--- src/rtl/xram_arbiter.sv ---
// Round-robin burst arbiter for the single-port XRAM: grants whole bursts atomically,
// sequences beat addresses and routes read data back to the owning requester.
`timescale 1ns/1ps
module xram_arbiter #(
  parameter int unsigned N_REQ  = 4,
  parameter int unsigned ADDR_W = 8,
  parameter int unsigned DATA_W = 32,
  parameter int unsigned LEN_W  = 8,
  parameter int unsigned RD_LAT = 1
) (
  input  logic                     clk,
  input  logic                     rst_n,
  input  logic [N_REQ-1:0]         req,
  input  logic [N_REQ-1:0]         req_we,
  input  logic [N_REQ*ADDR_W-1:0]  req_addr,
  input  logic [N_REQ*LEN_W-1:0]   req_len,
  input  logic [N_REQ*DATA_W-1:0]  req_wdata,
  output logic [N_REQ-1:0]         gnt,
  output logic [N_REQ-1:0]         beat_ack,
  output logic [N_REQ-1:0]         rvalid,
  output logic [DATA_W-1:0]        rdata,
  output logic [N_REQ-1:0]         done,
  output logic                     busy,
  output logic                     ram_en,
  output logic                     ram_we,
  output logic [ADDR_W-1:0]        ram_addr,
  output logic [DATA_W-1:0]        ram_wdata,
  input  logic [DATA_W-1:0]        ram_rdata
);

  localparam int unsigned ID_W  = (N_REQ > 1) ? $clog2(N_REQ) : 1;
  localparam int unsigned CNT_W = $clog2(RD_LAT + 1);

  localparam logic [1:0] S_IDLE  = 2'd0;
  localparam logic [1:0] S_BURST = 2'd1;
  localparam logic [1:0] S_DRAIN = 2'd2;

  logic [1:0]        state_q, state_d;
  logic [ID_W-1:0]   id_q, ptr_q, pick, cand;
  logic              we_q;
  logic [ADDR_W-1:0] addr_q;
  logic [LEN_W-1:0]  beat_q, last_q;
  logic [CNT_W-1:0]  dcnt_q;
  logic              drain_end_c;
  logic              tag_v_q  [RD_LAT];
  logic [ID_W-1:0]   tag_id_q [RD_LAT];

  logic [ADDR_W-1:0] addr_a  [N_REQ];
  logic [LEN_W-1:0]  len_a   [N_REQ];
  logic [DATA_W-1:0] wdata_a [N_REQ];

  for (genvar i = 0; i < N_REQ; i++) begin : g_unpack
    assign addr_a[i]  = req_addr[i*ADDR_W +: ADDR_W];
    assign len_a[i]   = req_len[i*LEN_W +: LEN_W];
    assign wdata_a[i] = req_wdata[i*DATA_W +: DATA_W];
  end

  // Round-robin pick: first set request after ptr; scanning backwards leaves the nearest one.
  always_comb begin
    pick = ptr_q;
    cand = '0;
    for (int k = int'(N_REQ); k >= 1; k--) begin
      cand = ID_W'((int'(ptr_q) + k) % int'(N_REQ));
      if (req[cand]) pick = cand;
    end
  end

  // Writes drain in one cycle; reads wait for the last beat's data to return.
  assign drain_end_c = we_q || (dcnt_q == CNT_W'(RD_LAT));

  always_ff @(posedge clk or negedge rst_n) begin
    if (!rst_n) state_q <= S_IDLE;
    else        state_q <= state_d;
  end

  always_comb begin
    state_d = state_q;
    case (state_q)
      S_IDLE:  if (|req) state_d = S_BURST;
      S_BURST: if (beat_q == last_q) state_d = S_DRAIN;
      S_DRAIN: if (drain_end_c) state_d = S_IDLE;
      default: state_d = S_IDLE;
    endcase
  end

  always_ff @(posedge clk or negedge rst_n) begin
    if (!rst_n) begin
      id_q   <= '0;
      ptr_q  <= ID_W'(N_REQ - 1);
      we_q   <= 1'b0;
      addr_q <= '0;
      beat_q <= '0;
      last_q <= '0;
      dcnt_q <= '0;
      for (int i = 0; i < int'(RD_LAT); i++) begin
        tag_v_q[i]  <= 1'b0;
        tag_id_q[i] <= '0;
      end
    end else begin
      tag_v_q[0]  <= (state_q == S_BURST) && !we_q;
      tag_id_q[0] <= id_q;
      for (int i = 1; i < int'(RD_LAT); i++) begin
        tag_v_q[i]  <= tag_v_q[i-1];
        tag_id_q[i] <= tag_id_q[i-1];
      end
      case (state_q)
        S_IDLE: begin
          if (|req) begin
            id_q   <= pick;
            ptr_q  <= pick;
            we_q   <= req_we[pick];
            addr_q <= addr_a[pick];
            beat_q <= '0;
            if (len_a[pick] == '0) last_q <= '0;
            else                   last_q <= len_a[pick] - LEN_W'(1);
          end
        end
        S_BURST: begin
          beat_q <= beat_q + LEN_W'(1);
          dcnt_q <= CNT_W'(1);
        end
        S_DRAIN: dcnt_q <= dcnt_q + CNT_W'(1);
        default: ;
      endcase
    end
  end

  // Outputs decode straight from flops so reset clears them immediately.
  always_comb begin
    gnt       = '0;
    beat_ack  = '0;
    rvalid    = '0;
    done      = '0;
    rdata     = '0;
    ram_en    = 1'b0;
    ram_we    = 1'b0;
    ram_addr  = '0;
    ram_wdata = '0;
    busy      = (state_q != S_IDLE);
    if (state_q != S_IDLE) gnt[id_q] = 1'b1;
    if (state_q == S_BURST) begin
      ram_en         = 1'b1;
      ram_we         = we_q;
      ram_addr       = addr_q + ADDR_W'(beat_q);
      ram_wdata      = wdata_a[id_q];
      beat_ack[id_q] = 1'b1;
    end
    if ((state_q == S_DRAIN) && drain_end_c) done[id_q] = 1'b1;
    if (tag_v_q[RD_LAT-1]) begin
      rvalid[tag_id_q[RD_LAT-1]] = 1'b1;
      rdata                      = ram_rdata;
    end
  end

endmodule
--- config.mk ---
export PLATFORM = sky130hd
export DESIGN_NAME = xram_arbiter
export DESIGN_NICKNAME = d
export VERILOG_FILES = /design/src/rtl/xram_arbiter.sv
export SDC_FILE = /design/constraint.sdc
export NUM_CORES = 1
export LEC_CHECK = 0
export BUFFER_PORTS_ARGS = -buffer_cell sky130_fd_sc_hd__buf_2
export CAP_MARGIN = 20
export CORE_AREA = 2 2 127 129
export DETAILED_ROUTE_END_ITERATION = 8
export DIE_AREA = 0 0 129 131
export RECOVER_POWER = 25
export SLEW_MARGIN = 30
export SYNTH_ARGS = -nofsm -noshare
export SYNTH_HDL_FRONTEND = slang
export SYNTH_SLANG_ARGS = --single-unit
--- constraint.sdc ---
create_clock -name clk -period 4.58 [get_ports clk]
set_input_delay 0.916 -clock clk [delete_from_list [all_inputs] [get_ports clk]]
set_output_delay 0.916 -clock clk [all_outputs]
set_load 0.05 [all_outputs]
==> results.py <==
metrics = {
    "routing": {
        "wl_per_cell_um": 15.14,
        "first_iter_violations": 203,
        "wl_um": 15100,
        "num_vias": 4537,
        "drtAntennaViolNets": 0,
        "drc_errors": 0,
        "first_pass_iters": 4,
        "post_drt_via_cell_ratio": 4.551,
    },
    "status": {
        "outcome": "complete, but fails checks",
        "violations": "capacitance limit, slew limit",
    },
    "layout": {
        "syn_to_final_growth_pct": 51.43,
        "nets": 1024,
        "multi_input_area_sq_um": 2806,
        "fillerInstances": 1649,
        "drive_gt1_share_pct": 48.01,
        "finalCoreUtilization_pct": 37.46,
        "area.sequential_sq_um": 879.6,
    },
    "clocking": {
        "cts-root-buf": "clkbuf_16",
        "htreeDepth": 2,
        "clockBufferDepth": 2,
        "cts_resized": 0,
        "numCtsBuffers": 5,
        "clkSlewWorstSetupHoldPaths_ps": 50,
        "cts.sinks": 35,
        "postCtsHoldBufs": 0,
        "postCtsSetupBuffers": 0,
        "clock_latency_ps": 280,
        "tritoncts": "yes",
    },
    "timing": {
        "fin_crit_sh_pct": 73.58,
        "max_freq_mhz": 296.8,
        "timing.max_slew.rel_slack_pct": -22.06,
        "drv_slew": 36,
        "rsz0062_at_grt": "false",
        "setup_viol": 0,
        "skew_ps": 5.050,
        "whs_ps": 484.2,
        "final_hold_viol_count": 0,
        "tightestPinTransition_ps": 1831,
        "fin_ws_ps": 1210,
        "fin_setup_tns_ps": 0,
        "period_minus_slack_ps": 3370,
    },
    "synth": {
        "synth_seq_cells": 35,
        "synth_area_sq_um": 3859,
        "synth-async-reset-ratio_pct": 100.0,
        "synth_largest_area_cell": "dfrtp_1",
        "ys_seq_area_share_pct": 22.76,
        "synth_flop_cell": "dfrtp_1",
        "synth_commonest_cells": "nand2_1 (88), and2_1 (69), nor2_1 (36)",
        "yosys_warnings": 0,
        "syn_area_per_cell_sq_um": 8.263,
        "synth_top_area_share_pct": 21.40,
        "synthCells": 467,
        "synth.area.top_cells": "dfrtp_1 (21%), mux4_2 (19%), and2_1 (11%)",
        "synth.distinct_cells": 48,
        "synth_most_common_cell": "nand2_1",
        "synth-edff-count": 0,
        "synth_nets": 715,
    },
    "worst_setup_path": {
        "worst-r2r-setup-slack_ps": 1450,
        "worst-path-max-fanout": 6,
        "reg2reg_depth": 9,
        "crit_path_end": "ram_addr[7]",
        "end_kind": "output port",
        "cp-startpoint": "beat_q[1]$_DFFE_PN0P_",
        "startpoint_type": "flop",
        "crit_arrival_ps": 2450,
        "critPathRequiredTime_ps": 3660,
        "reg2reg_to": "last_q[3]$_DFFE_PN0P_",
        "reg2reg_from": "ptr_q[1]$_DFFE_PN1P_",
        "path_class": "reg -> out",
    },
    "global_route": {
        "grt_pass1_wl_um": 20960,
        "antenna_found_initial": 7,
        "grt_start_max_net_pins": 41,
        "grt_usage_pct": 16.04,
        "overflow": 0,
        "grt_pass1_vias": 4093,
    },
    "power_and_ir_drop": {
        "pwr-share-clk_pct": 8.5,
        "finalPower_mw": 4.135,
        "seq_power_share_pct": 14.9,
        "powerDensity_nw_per_um2": 707.7,
        "p_switching_mw": 2.398,
        "cellLeakagePower_nw": 3.100,
        "combPwrFrac_pct": 76.6,
        "switching_share_pct": 58.00,
        "ir_worst_vdd_mv": 0.2910,
        "internal-power_mw": 1.737,
    },
    "floorplanning": {
        "ios": 325,
        "die_w_um": 129,
        "start_util_pct": 24.74,
        "rows": 46,
        "die_y_um": 131,
        "coreArea_sq_um": 15600,
        "die-area_sq_um": 16900,
    },
    "placement": {
        "gp_congestion": 0.7689,
        "dp_hpwl_um": 12880,
        "place_ws_ps": 1062,
        "port_buffers": 324,
    },
    "flow_run": {
        "cap_violations": 1,
    },
    "hold_path": {
        "hold_path.class": "reg -> reg",
    },
}
area by class of cell:
type,count,share of cell area (%)
Multi-Input combinational cell,390,48.03
Timing Repair Buffer,332,28.67
Sequential cell,35,15.05
Tap cell,216,4.625
Clock buffer,8,2.677
Inverter,12,0.7709
Antenna cell,4,0.1713
layer usage:
metal	vias to the layer above	routed length (um)	track usage, %
met5	-	13	0
met4	2	106	2.877
met3	8	1177	4.397
met2	181	7302	27.02
met1	2089	6497	20.92
li1	2257	-	-
state kept, by name, indices dropped and copies added (netlist names):
signal	flops
state_q	2
beat_q	8
tag_v_q	1
ptr_q	2
dcnt_q	1
we_q	1
tag_id_q	2
addr_q	8
last_q	8
id_q	2
cells by family (layout without fill, tap and decap cells):
| group | count (synthesis) | count (layout) | synth area share [%] |
|---|---|---|---|
| AOI/OAI and AO/OA | 73 | 73 | 11.64 |
| xor gates and xnor gates | 22 | 22 | 4.994 |
| adders and majority gates | 14 | 14 | 4.734 |
| buffers and inverters | 42 | 352 | 4.507 |
| DFF | 35 | 35 | 22.76 |
| muxes | 40 | 40 | 20.78 |
| other | 0 | 4 | 0 |
| and+or+nand+nor | 241 | 241 | 30.58 |
through the flow:
stage / instance area (sq um) / std cells
finish: 5843 / 997
global route: 5836 / 994
CTS: 5839 / 993
detailed placement: 5683 / 985
global placement: 5683 / 985
floorplan: 3859 / 467
critical path: stages, from the launching register on:
cell and delay (ps):
dfrtp_1 470, ha_1 310, a21o_1 150, a21oi_1 220
o21bai_1 90, a21oi_1 220, o21bai_1 100, a21oi_1 170
xnor2_1 90, nor2_1 80, buf_2 270
worst min-delay path by stage:
stage | startpoint | endpoint | depth (start not counted)
floorplan | id_q[1]$_DFFE_PN0P_ | tag_id_q[1]$_DFF_PN0_ | 0
global placement | addr_q[6]$_DFFE_PN0P_ | addr_q[6]$_DFFE_PN0P_ | 2
detailed placement | addr_q[6]$_DFFE_PN0P_ | addr_q[6]$_DFFE_PN0P_ | 2
CTS | addr_q[6]$_DFFE_PN0P_ | addr_q[6]$_DFFE_PN0P_ | 2
global route | addr_q[0]$_DFFE_PN0P_ | addr_q[0]$_DFFE_PN0P_ | 2
finish | addr_q[6]$_DFFE_PN0P_ | addr_q[6]$_DFFE_PN0P_ | 2
layout by cell type (no fill, tap or decap), types with 12 or more instances in the layout:
| master | instances |
|---|---|
| o21ai_0 | 27 |
| nand3_1 | 17 |
| mux4_2 | 32 |
| a21oi_1 | 18 |
| inv_1 | 12 |
| dfrtp_1 | 32 |
| xnor2_1 | 14 |
| and2_1 | 69 |
| nor2_1 | 36 |
| buf_2 | 322 |
| ha_1 | 13 |
| nand2_1 | 88 |
power groups by stage:
stage / logic [mW] / registers, mW / clock network (mW)
after floorplan: 2.54 / 0.549 / 0
after global placement: 3.18 / 0.622 / 0
after detailed placement: 3.20 / 0.624 / 0
after CTS: 3.21 / 0.622 / 0.357
after global routing: 3.45 / 0.645 / 0.368
final: 3.17 / 0.616 / 0.351
No activity file was read; power rests on OpenSTA's default activity.
